**src/rtl/tl_ul_arb_2to1.sv**
```systemverilog
// tl_ul_arb_2to1: two-master to one-slave TileLink-UL (32-bit, single-beat) arbiter.
//
// A channel: round-robin between the two masters with a sticky grant so that a
// stalled request keeps s_a_* stable until it is accepted. The granted master's
// index is prepended to its source ID on s_a_source.
// D channel: responses are routed back by s_d_source[SRC_W]; fields fan out to
// both masters with only the low SRC_W source bits.
// Each master has a 4-bit outstanding counter; a master at MAX_OUT is not
// eligible for the A channel until a response returns.
//
// Optional build macro: TL_ARB_FIXED_PRIO_EN -- replaces round-robin with a
// fixed priority where master 0 wins whenever both masters are eligible.
//
// Ports:
//   clock, reset_n                 clock and asynchronous active-low reset
//   m0_a_* / m1_a_*                upstream A channels (valid/ready + fields)
//   m0_d_* / m1_d_*                upstream D channels (valid/ready + fields)
//   s_a_*                          downstream A channel, source = {idx, src}
//   s_d_*                          downstream D channel
//   m0_outstanding/m1_outstanding  per-master outstanding count (debug)
module tl_ul_arb_2to1 #(
    parameter int unsigned ADDR_W  = 30,
    parameter int unsigned SRC_W   = 2,
    parameter int unsigned MAX_OUT = 4
) (
    input  logic                clock,
    input  logic                reset_n,

    input  logic                m0_a_valid,
    output logic                m0_a_ready,
    input  logic [2:0]          m0_a_opcode,
    input  logic [2:0]          m0_a_param,
    input  logic [1:0]          m0_a_size,
    input  logic [SRC_W-1:0]    m0_a_source,
    input  logic [ADDR_W-1:0]   m0_a_address,
    input  logic [3:0]          m0_a_mask,
    input  logic [31:0]         m0_a_data,
    output logic                m0_d_valid,
    input  logic                m0_d_ready,
    output logic [2:0]          m0_d_opcode,
    output logic [1:0]          m0_d_param,
    output logic [1:0]          m0_d_size,
    output logic [SRC_W-1:0]    m0_d_source,
    output logic                m0_d_denied,
    output logic                m0_d_corrupt,
    output logic [31:0]         m0_d_data,

    input  logic                m1_a_valid,
    output logic                m1_a_ready,
    input  logic [2:0]          m1_a_opcode,
    input  logic [2:0]          m1_a_param,
    input  logic [1:0]          m1_a_size,
    input  logic [SRC_W-1:0]    m1_a_source,
    input  logic [ADDR_W-1:0]   m1_a_address,
    input  logic [3:0]          m1_a_mask,
    input  logic [31:0]         m1_a_data,
    output logic                m1_d_valid,
    input  logic                m1_d_ready,
    output logic [2:0]          m1_d_opcode,
    output logic [1:0]          m1_d_param,
    output logic [1:0]          m1_d_size,
    output logic [SRC_W-1:0]    m1_d_source,
    output logic                m1_d_denied,
    output logic                m1_d_corrupt,
    output logic [31:0]         m1_d_data,

    output logic                s_a_valid,
    input  logic                s_a_ready,
    output logic [2:0]          s_a_opcode,
    output logic [2:0]          s_a_param,
    output logic [1:0]          s_a_size,
    output logic [SRC_W:0]      s_a_source,
    output logic [ADDR_W-1:0]   s_a_address,
    output logic [3:0]          s_a_mask,
    output logic [31:0]         s_a_data,

    input  logic                s_d_valid,
    output logic                s_d_ready,
    input  logic [2:0]          s_d_opcode,
    input  logic [1:0]          s_d_param,
    input  logic [1:0]          s_d_size,
    input  logic [SRC_W:0]      s_d_source,
    input  logic                s_d_denied,
    input  logic                s_d_corrupt,
    input  logic [31:0]         s_d_data,

    output logic [3:0]          m0_outstanding,
    output logic [3:0]          m1_outstanding
);

    localparam int unsigned CNT_W = 4;
    localparam logic [CNT_W-1:0] CNT_MAX = CNT_W'(MAX_OUT);

    logic             lock_q, lock_d;
    logic             lock_idx_q, lock_idx_d;
    logic [CNT_W-1:0] out0_q, out0_d;
    logic [CNT_W-1:0] out1_q, out1_d;
`ifndef TL_ARB_FIXED_PRIO_EN
    logic             rr_ptr_q, rr_ptr_d;
`endif

    logic elig0, elig1;
    logic sel;
    logic a_valid_raw;
    logic a_fire;
    logic d_idx;
    logic d_fire;
    logic inc0, inc1, dec0, dec1;

    assign elig0 = m0_a_valid & (out0_q != CNT_MAX);
    assign elig1 = m1_a_valid & (out1_q != CNT_MAX);

    // Grant selection: locked master first, otherwise the lone or preferred eligible one
    always_comb begin
        sel = 1'b0;
        if (lock_q) begin
            sel = lock_idx_q;
        end else if (elig0 && elig1) begin
`ifdef TL_ARB_FIXED_PRIO_EN
            sel = 1'b0;
`else
            sel = rr_ptr_q;
`endif
        end else if (elig1) begin
            sel = 1'b1;
        end
    end

    // A-channel mux; handshakes are forced low while reset is held
    assign a_valid_raw = sel ? elig1 : elig0;
    assign s_a_valid   = reset_n & a_valid_raw;
    assign a_fire      = s_a_valid & s_a_ready;
    assign m0_a_ready  = reset_n & s_a_ready & ~sel & elig0;
    assign m1_a_ready  = reset_n & s_a_ready &  sel & elig1;

    assign s_a_opcode  = sel ? m1_a_opcode  : m0_a_opcode;
    assign s_a_param   = sel ? m1_a_param   : m0_a_param;
    assign s_a_size    = sel ? m1_a_size    : m0_a_size;
    assign s_a_source  = {sel, (sel ? m1_a_source : m0_a_source)};
    assign s_a_address = sel ? m1_a_address : m0_a_address;
    assign s_a_mask    = sel ? m1_a_mask    : m0_a_mask;
    assign s_a_data    = sel ? m1_a_data    : m0_a_data;

    // D-channel routing by the source tag bit
    assign d_idx      = s_d_source[SRC_W];
    assign m0_d_valid = reset_n & s_d_valid & ~d_idx;
    assign m1_d_valid = reset_n & s_d_valid &  d_idx;
    assign s_d_ready  = reset_n & (d_idx ? m1_d_ready : m0_d_ready);
    assign d_fire     = s_d_valid & s_d_ready;

    assign m0_d_opcode  = s_d_opcode;
    assign m0_d_param   = s_d_param;
    assign m0_d_size    = s_d_size;
    assign m0_d_source  = s_d_source[SRC_W-1:0];
    assign m0_d_denied  = s_d_denied;
    assign m0_d_corrupt = s_d_corrupt;
    assign m0_d_data    = s_d_data;
    assign m1_d_opcode  = s_d_opcode;
    assign m1_d_param   = s_d_param;
    assign m1_d_size    = s_d_size;
    assign m1_d_source  = s_d_source[SRC_W-1:0];
    assign m1_d_denied  = s_d_denied;
    assign m1_d_corrupt = s_d_corrupt;
    assign m1_d_data    = s_d_data;

    assign inc0 = a_fire & ~sel;
    assign inc1 = a_fire &  sel;
    assign dec0 = d_fire & ~d_idx;
    assign dec1 = d_fire &  d_idx;

    // Next-state: sticky grant, round-robin pointer, outstanding counters
    always_comb begin
        lock_d     = lock_q;
        lock_idx_d = lock_idx_q;
        out0_d     = out0_q;
        out1_d     = out1_q;
`ifndef TL_ARB_FIXED_PRIO_EN
        rr_ptr_d   = rr_ptr_q;
`endif
        if (a_fire) begin
            lock_d   = 1'b0;
`ifndef TL_ARB_FIXED_PRIO_EN
            rr_ptr_d = ~sel;
`endif
        end else if (a_valid_raw && !s_a_ready) begin
            lock_d     = 1'b1;
            lock_idx_d = sel;
        end

        // Increment only happens when eligible, so the counter cannot pass MAX_OUT;
        // a stray response at zero saturates rather than wrapping.
        if (inc0 && !dec0) begin
            out0_d = out0_q + CNT_W'(1);
        end else if (dec0 && !inc0 && (out0_q != '0)) begin
            out0_d = out0_q - CNT_W'(1);
        end
        if (inc1 && !dec1) begin
            out1_d = out1_q + CNT_W'(1);
        end else if (dec1 && !inc1 && (out1_q != '0)) begin
            out1_d = out1_q - CNT_W'(1);
        end
    end

    always_ff @(posedge clock or negedge reset_n) begin
        if (!reset_n) begin
            lock_q     <= 1'b0;
            lock_idx_q <= 1'b0;
            out0_q     <= '0;
            out1_q     <= '0;
`ifndef TL_ARB_FIXED_PRIO_EN
            rr_ptr_q   <= 1'b0;
`endif
        end else begin
            lock_q     <= lock_d;
            lock_idx_q <= lock_idx_d;
            out0_q     <= out0_d;
            out1_q     <= out1_d;
`ifndef TL_ARB_FIXED_PRIO_EN
            rr_ptr_q   <= rr_ptr_d;
`endif
        end
    end

    assign m0_outstanding = out0_q;
    assign m1_outstanding = out1_q;

endmodule

```
**config.mk**
```make
export PLATFORM = sky130hd
export DESIGN_NAME = tl_ul_arb_2to1
export DESIGN_NICKNAME = d
export VERILOG_FILES = /design/src/rtl/tl_ul_arb_2to1.sv
export SDC_FILE = /design/constraint.sdc
export NUM_CORES = 1
export LEC_CHECK = 0
export BUFFER_PORTS_ARGS = -buffer_cell sky130_fd_sc_hd__buf_2
export CAP_MARGIN = 20
export CORE_AREA = 2 2 147 149
export DETAILED_ROUTE_END_ITERATION = 6
export DIE_AREA = 0 0 149 151
export HOLD_SLACK_MARGIN = 0.05
export PLACE_DENSITY = 0.49
export RECOVER_POWER = 50
export SLEW_MARGIN = 0
export SYNTH_ARGS = -nofsm -noshare
export SYNTH_HDL_FRONTEND = slang
export SYNTH_SLANG_ARGS = --single-unit
```
**constraint.sdc**
```tcl
create_clock -name clock -period 5.81 [get_ports clock]
set_input_delay 1.162 -clock clock [delete_from_list [all_inputs] [get_ports clock]]
set_output_delay 1.162 -clock clock [all_outputs]
set_load 0.03 [all_outputs]
```
Word-level counts from Yosys, hierarchy flattened
Index checks and enable logic that the tools add are counted.

storage, ports and cells
  input bits = 204
  bits in read-only memories = 0
  latch bits = 0
  logic and storage cells = 69
  memories = 0
  register bits after elaboration = 11
  RAM bits = 0

operators by class
  shifts and indexed selects = 0
  magnitude comparators = 0
  divide/modulo/power cells = 0
  equality and inequality tests = 2
  bitwise gates (word level) = 21
  mux-type cells = 18
  reduce and logical (&&, ||, !) cells = 19
  add/subtract/negate cells = 4
  multipliers = 0

operators by type and width
  operator             count
  $mux 32              1
  $mux 30              1
  $mux 4               5
  $and 1x1->1          18
  $add 4x1->4 const B  2
  $logic_and 1x1->1    8
  $ne 4x3->1 const B   2
  $reduce_bool 4->1    2
  $sub 4x1->4 const B  2
  $mux 1               7
  $mux 3               2
  $reduce_bool 2->1    3
  $logic_not 1->1      5
  $mux 2               2
  $not 1->1            3
  $reduce_and 2->1     1

Depth between registers and ports, before layout
Gate-level depths: netlist of the first run.

  word-level depth = 14
  gate-level depth with buffers = 10
  depth with buffers taken out = 9

Least setup slack after synthesis of the first run
No wires, ideal clock.

  path type = in2out
  from = in m0_a_valid
  to = out s_a_valid
  path buffers = 0
  stages = 4
  arrival = 2190 ps
  path slack = 2458 ps
  path through = nand2_2 nor2_1 a31oi_1 a221oi_1

between the ends
  longest elaborated chain between the ends = 6

ends and longest elaborated chain
  what               RTL line  text
  from (decl)        29        input logic m0_a_valid,
  $and 1x1->1 *      110       assign elig0 = m0_a_valid & (out0_q != CNT_MAX);
  $logic_and 1x1->1  118       end else if (elig0 && elig1) begin
  $mux 1             118
  $mux 1             116       if (lock_q) begin
  $mux 1 *           130       assign a_valid_raw = sel ? elig1 : elig0;
  $and 1x1->1 *      131       assign s_a_valid = reset_n & a_valid_raw;
  to (decl)          67        output logic s_a_valid,

Mark *: on every way between the ends. The rest lies on a longest branch, timed or not.

Final worst setup path of the first run
  from = reg out0_q[1], in the netlist m0_outstanding[1]
  to = out s_a_data[30]

between the ends
  longest elaborated chain between the ends = 6

ends and longest elaborated chain
  what                    RTL line  text
  from (decl)             96        logic [CNT_W-1:0] out0_q, out0_d;
  from (signal assigned)  216       out0_q <= out0_d;
  $ne 4x3->1              110
  $and 1x1->1             110
  $logic_and 1x1->1       118
  $mux 1                  118
  $mux 1                  116
  $mux 32                 142       assign s_a_data = sel ? m1_a_data : m0_a_data;
  to (decl)               75        output logic [31:0] s_a_data,

Every way passes these cells.

==> results of run 1 <==
[power breakdown]
| group | switching, mW | internal, mW |
|---|---|---|
| combinational | 0.948 | 0.579 |
| sequential | 0.0692 | 0.114 |
| clock | 0.0340 | 0.0922 |
| total | 1.05 | 0.785 |
[final cells by class]
class | count | area share, %
antenna | 1 | 0.07042
clock buffer | 4 | 2.218
inverter | 5 | 0.5282
multi-input combinational | 157 | 44.30
sequential | 11 | 7.746
tap | 275 | 9.683
timing repair buffer | 253 | 35.46
[metrics by stage]
stage | cells | cell area, µm² | hold slack (ns)
detailed placement | 701 | 3492 | 0.5129
floorplan | 269 | 2639 | 0.5208
CTS | 705 | 3571 | 0.5188
global route | 705 | 3551 | 0.5646
global placement | 701 | 3492 | 0.5249
finish | 706 | 3553 | 0.5238
[sequential cells by signal, summed over array words and instances, names as in the netlist]
| signal | count |
|---|---|
| m1_outstanding | 4 |
| lock_q | 1 |
| rr_ptr_q | 1 |
| lock_idx_q | 1 |
| m0_outstanding | 4 |
[synth_stat cells (all sizes together), types with 4 or more instances]
master	number	area share (%)
a21oi	4	0.76
nor2	7	1.1
mux2	78	37
nand2	12	1.9
dfrtp	11	10
buf	95	29
ha	4	1.9
inv	5	0.71
[cells by family (layout without fill, tap and decap cells)]
kind of cell	Yosys count	count (layout)
AO/OA/AOI/OAI	25	25
XOR/XNOR	5	5
adder cells (fa/ha/maj)	6	6
buffers and inverters	101	262
flip-flops	11	11
multiplexers	81	81
other	0	1
AND/OR/NAND/NOR	40	40
[worst max-delay path by stage]
stage / to / slack (ns) / cells after the start
after floorplan: s_a_valid / 2.46 / 4
after global routing: m1_a_ready / 1.08 / 6
final: s_a_data[30] / 1.32 / 7
after detailed placement: s_a_data[30] / 1.48 / 7
after global placement: s_a_data[29] / 1.50 / 7
after CTS: s_a_data[30] / 1.41 / 7
[metal layers]
layer | vias up | wire length, µm | GRT usage [%]
li1 | 1197 | - | -
met1 | 1193 | 6328 | 15.46
met2 | 208 | 6828 | 17.83
met3 | 4 | 2830 | 9.247
met4 | 0 | 23 | 0.7143
met5 | - | 0 | 0
==> metrics.log, run 1 <==
INFO  metric fp.coreArea = 0.02082 mm²
INFO  metric critPathSlowestCell = sky130_fd_sc_hd__or4b_4
INFO  metric io_buffers = 251
INFO  metric cp_cell_sequence = or4b_4 -> nand2_1 -> o2111ai_2 -> nand2_4 -> buf_4 -> mux2_4 -> buf_2
INFO  metric timing.critical_path.required = 4.65 ns
INFO  metric synth_nets = 479
INFO  metric routed-via-count = 2602
INFO  metric finalHoldViolations = 0
INFO  metric ys_dominant_reg_cell = sky130_fd_sc_hd__dfrtp_1
INFO  metric synth_simple_gate_area_share = 8.914%
INFO  metric rows = 53
INFO  metric worst_setup_path_start_kind = flip-flop
INFO  metric post_drt_via_cell_ratio = 3.686
INFO  metric gp_routability_congestion = ~0.81
INFO  metric reg2reg_slack = 2.78 ns
INFO  metric finalSetupViolCount = 0
INFO  metric synthesis.yosys.warnings = 0
INFO  metric criticalPathCategory = reg2out
INFO  metric yosys_register_bits = 11
INFO  metric cts-root-buf = sky130_fd_sc_hd__clkbuf_16
INFO  metric worst_path_largest_cell_delay = 0.59 ns
INFO  metric totalWireLength = 16010 µm
INFO  metric power_density = 516.8 mW/mm²
INFO  metric cts-buffers-inserted = 3
INFO  metric areaGrowthSynthToFinish = 34.66%
INFO  metric post_synth_fa_ha_maj_area_fraction = 3.414%
INFO  metric cts.repair.resized = 0
INFO  metric critical_path.reg2reg.endpoint = m0_outstanding[3]$_DFFE_PN0P_
INFO  metric total_power = 1.837 mW
INFO  metric finish.utilization = ~17%
INFO  metric layout_min_cycle_time = 4.491 ns
INFO  metric netlist-cell-type-count = 45
INFO  metric clk_pin_slew = 0.04 ns
INFO  metric drc = 0
INFO  metric initial_core_util = 12.67%
INFO  metric quantity_of_hold_fixing_buffers_added_after_cts = 0
INFO  metric maximum_clock_frequency = 0.2227 GHz
INFO  metric wire_length_of_the_first_global_routing_pass = 19380 µm
INFO  metric globalRouteTotalUtil = about 12%
INFO  metric reg2regPathDepth = 9
INFO  metric clk_path_buf_depth = 2
INFO  metric grt_pass1_vias = between 2000 and 2500
INFO  metric synth_compound_area_share = 7.255%
INFO  metric total_leakage_power = 1.808 nW
INFO  metric worstHoldPathCells = 1
INFO  metric dominant_combinational_cell_family_by_area_after_synthesis = multiplexers
INFO  metric final.setup.worst_slack = 1.319 ns
INFO  metric period_share = 77.30%
INFO  metric share_of_the_synthesized_netlist_area_taken_by_xor_and_xnor_gates = 1.660%
INFO  metric antenna_found_initial = 1
INFO  metric worst_hold_path.endpoint = m1_outstanding[3]$_DFFE_PN0P_
INFO  metric post_cts_setup_buffer_count = 0
INFO  metric clock_insertion_delay_worst_skew = 0.24 ns
INFO  metric combined_flip_flop_and_latch_cell_area = between 200 and 300 µm²
INFO  metric final_layout_size_suffix_gt1_share = 76.51%
INFO  metric worstPathArrival = 3.33 ns
INFO  metric drt_pre_antenna_iters = 4
INFO  metric cts_tree = done
INFO  metric htree_levels = 1
INFO  metric sequential_to_total_area_share_from_yosys_stat = 10.43%
INFO  metric run_status = finished clean
INFO  metric worst_path_dominant_cell_family = simple AND/OR/NAND/NOR gates
INFO  metric clock-sinks = 11
INFO  metric sum_neg_setup_slack = 0 ns
INFO  metric placement.setup.worst_slack = 1.483 ns
INFO  metric mostFrequentLayoutCell = sky130_fd_sc_hd__buf_2
INFO  metric worst_hold_startpoint = m1_outstanding[3]$_DFFE_PN0P_
INFO  metric timing.max_slew.rel_slack = 39.42%
INFO  metric dr.first_iter.drc_count = 72
INFO  metric syn-instance-count = roughly 270
INFO  metric path_max_fanout = 50
INFO  metric path_buf_inv = 2
INFO  metric min_path_type = reg2reg
INFO  metric post_drt_wl_per_cell = 22.68 µm
INFO  metric pin_count = 381
INFO  metric chipHeight = 151 µm
INFO  metric die_x = 149 µm
INFO  metric rsz0062_at_grt = false
INFO  metric finalMaxSlewViolations = 0
INFO  metric yosys-mux-area-fraction = 38.55%
INFO  metric syn_area_per_cell = between 9 and 10 µm²
INFO  metric ir_worst_vdd = 456.7 µV
INFO  metric die_area = 0.02250 mm²
INFO  metric crit_start = m0_outstanding[1]$_DFFE_PN0P_
INFO  metric max-cap-violations = 0
INFO  metric critPathCaptureType = output pin
INFO  metric synth_enable_flop_cells = 0
INFO  metric postRouteAntennaNets = 0
INFO  metric grt_overflow_total = 0
INFO  metric async_reset_ff_share = 100.0%
INFO  metric fin_worst_skew = 0.002951 ns
INFO  metric hpwl = 14480 µm
INFO  metric total_area_of_multi_input_combinational_cells = 0.001574 mm²
INFO  metric worst_pin_slew = 0.9086 ns
INFO  metric layout.cells.most_common_list = sky130_fd_sc_hd__buf_2 (242), sky130_fd_sc_hd__mux2_2 (49), sky130_fd_sc_hd__mux2_4 (29)
INFO  metric syn-cell-area = 0.002639 mm²
INFO  metric r2r_start = m1_outstanding[0]$_DFFE_PN0P_
INFO  metric num-nets-final = roughly 640
INFO  metric grt_start_max_net_pins = 51
INFO  metric filler_cell_count = 2384
No activity file was read; power rests on OpenSTA's default activity.
==> run 2: changes to the inputs <==
==> constraint.sdc (replaced) <==
create_clock -name clock -period 4.46 [get_ports clock]
set_input_delay 0.892 -clock clock [delete_from_list [all_inputs] [get_ports clock]]
set_output_delay 0.892 -clock clock [all_outputs]
set_load 0.03 [all_outputs]
==> run 2 against run 1 <==
Worst setup slack worse by 0.63 ns. Sequential power up 29%. Core utilization up 0.18 points. Sequential share of layout area down 0.081 points. First-iteration DRC count down 17%. Power up 32%. Highest routed layer unchanged.
==> metrics.log, run 2 (synthesis gave the netlist of run 1 again) <==
INFO  metric run_status = finished clean
INFO  metric chipHeight = 151 µm
INFO  metric num-nets-final = about 640
INFO  metric p_seq_share = 9.8%
INFO  metric post_cts_setup_buffer_count = 0
INFO  metric power.combinational.fraction = a little over four fifths
INFO  metric cp_cell_sequence = or4b_4 -> nand2_1 -> o2111ai_2 -> nand2_4 -> buf_12 -> mux2_2 -> buf_2
INFO  metric pin_count = 381
INFO  metric mostFrequentLayoutCell = sky130_fd_sc_hd__buf_2
INFO  metric maximum_clock_frequency = between 0.2 and 0.3 GHz
INFO  metric die_x = 149 µm
INFO  metric grt_overflow_total = 0
INFO  metric fp.coreArea = 0.02082 mm²
INFO  metric clockPowerShare = 6.9%
INFO  metric max-cap-violations = 0
INFO  metric final.hold.worst_slack = 0.5272 ns
INFO  metric worst_path_largest_cell_delay = 0.58 ns
INFO  metric finalSetupViolCount = 0
INFO  metric timing.critical_path.required = 3.57 ns
INFO  metric sum_neg_setup_slack = 0 ns
INFO  metric total_leakage_power = 1.845 nW
INFO  metric critPathCaptureType = output pin
INFO  metric layout_min_cycle_time = 3.773 ns
INFO  metric grt_pass1_vias = 2447
INFO  metric die_area = 0.02250 mm²
INFO  metric clock_insertion_delay_worst_skew = between 0.2 and 0.25 ns
INFO  metric gp_routability_congestion = 0.8207
INFO  metric drt_pre_antenna_iters = 4
INFO  metric period_share = 84.61%
INFO  metric quantity_of_hold_fixing_buffers_added_after_cts = 0
INFO  metric io_buffers = 251
INFO  metric timing.max_slew.rel_slack = 38.53%
INFO  metric dr.first_iter.drc_count = 60
INFO  metric htree_levels = 1
INFO  metric drc = 0
INFO  metric finalMaxSlewViolations = 0
INFO  metric clk_path_buf_depth = 2
INFO  metric cts.repair.resized = 0
INFO  metric total_power = 2.431 mW
INFO  metric fin_worst_skew = 0.003928 ns
INFO  metric cts-root-buf = sky130_fd_sc_hd__clkbuf_16
INFO  metric clock-sinks = 11
INFO  metric criticalPathCategory = reg2out
INFO  metric worst_setup_path_start_kind = flip-flop
INFO  metric routed-via-count = 2593
INFO  metric worst_pin_slew = 0.9220 ns
INFO  metric postRouteAntennaNets = 0
INFO  metric antenna_found_initial = 2
INFO  metric internal_power = 1.049 mW
INFO  metric areaGrowthSynthToFinish = 36.08%
INFO  metric totalWireLength = roughly 16000 µm
INFO  metric rsz0062_at_grt = false
INFO  metric clk_pin_slew = 0.05 ns
INFO  metric hpwl = approximately 15000 µm
INFO  metric finish.utilization = 17.25%
INFO  metric grt_start_max_net_pins = between 40 and 50
INFO  metric power_density = 676.9 mW/mm²
INFO  metric min_path_type = reg2reg
INFO  metric power.share.switching = 56.83%
INFO  metric globalRouteTotalUtil = 12.64%
INFO  metric rows = 53
INFO  metric post_drt_wl_per_cell = 22.72 µm
INFO  metric layout.cells.most_common_list = sky130_fd_sc_hd__buf_2 (250), sky130_fd_sc_hd__mux2_2 (49), sky130_fd_sc_hd__mux2_4 (29)
INFO  metric post_drt_via_cell_ratio = ~3.7
INFO  metric cts_tree = done
INFO  metric path_max_fanout = 40
INFO  metric wire_length_of_the_first_global_routing_pass = slightly below 20000 µm
INFO  metric cts-buffers-inserted = 3
INFO  metric final_layout_size_suffix_gt1_share = about 80%
INFO  metric power_switching = approximately 1.4 mW
INFO  metric ir_worst_vdd = 256.6 µV
INFO  metric critPathSlowestCell = sky130_fd_sc_hd__or4b_4
INFO  metric finalHoldViolations = 0
INFO  metric initial_core_util = 12.67%
INFO  metric worstPathArrival = 2.88 ns
-- run 2: cell types whose count changed in the layout (fill, tap and decap cells not counted) --
cell                       before  now
sky130_fd_sc_hd__clkinv_2       0    1
sky130_fd_sc_hd__nor4b_2        0    1
sky130_fd_sc_hd__clkbuf_1      10    1
sky130_fd_sc_hd__buf_12         0    1
sky130_fd_sc_hd__buf_2        242  250
sky130_fd_sc_hd__nor4b_1        3    2
-- run 2: layout make-up --
class                   count  area (µm²)
well taps                 275       344.1
repair buffers            254        1290
clock buffers               3       75.07
clock inverters             1       5.005
inverters                   5       18.77
flip-flops and latches     11       275.3
fillers                  2410       17230
diodes                      1       2.502
multi-input cells         157        1580
-- run 2: power groups by stage --
stage,sequential (mW),combinational [mW],clock [mW]
after floorplan,0.286,1.64,0
after global placement,0.241,2.06,0
after detailed placement,0.240,2.04,0
after CTS,0.239,2.06,0.171
after global routing,0.254,2.14,0.178
final,0.238,2.03,0.167
-- run 2: per-stage QoR --
stage / area, µm² / cells / worst slack (ns)
3_5_place_dp: 3512 / 702 / 0.9940
6_report: 3591 / 707 / 0.6866
5_1_grt: 3588 / 706 / 0.3666
2_1_floorplan: 2639 / 269 / 1.404
4_1_cts: 3592 / 706 / 0.7286
3_3_place_gp: 3512 / 702 / 1.014
-- run 2: worst max-delay path: cells and delay by family, from the launching register on --
family,cells,cell delay (ns)
and+or+nand+nor,3,1.07
buffers and inverters,2,0.50
DFF,1,0.46
muxes,1,0.39
AOI/OAI and AO/OA,1,0.17
-- run 2: path summary, 6_finish.rpt --
kind                                                     from                            end  slack, ns  depth (start not counted)
worst max-delay path            m0_outstanding[1]$_DFFE_PN0P_                s_a_address[28]       0.69                          7
worst min-delay path            m1_outstanding[3]$_DFFE_PN0P_  m1_outstanding[3]$_DFFE_PN0P_       0.53                          1
worst max register to register  m1_outstanding[0]$_DFFE_PN0P_  m0_outstanding[3]$_DFFE_PN0P_       1.44                          9
worst min register to register  m1_outstanding[3]$_DFFE_PN0P_  m1_outstanding[3]$_DFFE_PN0P_       0.53                          1
max in group asynchronous                             reset_n             lock_q$_DFFE_PN0P_       3.13                          1
min in group asynchronous                             reset_n  m0_outstanding[0]$_DFFE_PN0P_       0.77                          1
-- run 2: layer usage --
layer  vias to the layer above  share of wire [%]  GRT usage [%]
met5                         -                  0              0
met4                         0                1.0          1.952
met3                        10                 18          10.00
met2                       213                 43          18.48
met1                      1169                 38          14.71
li1                       1201                  -              -
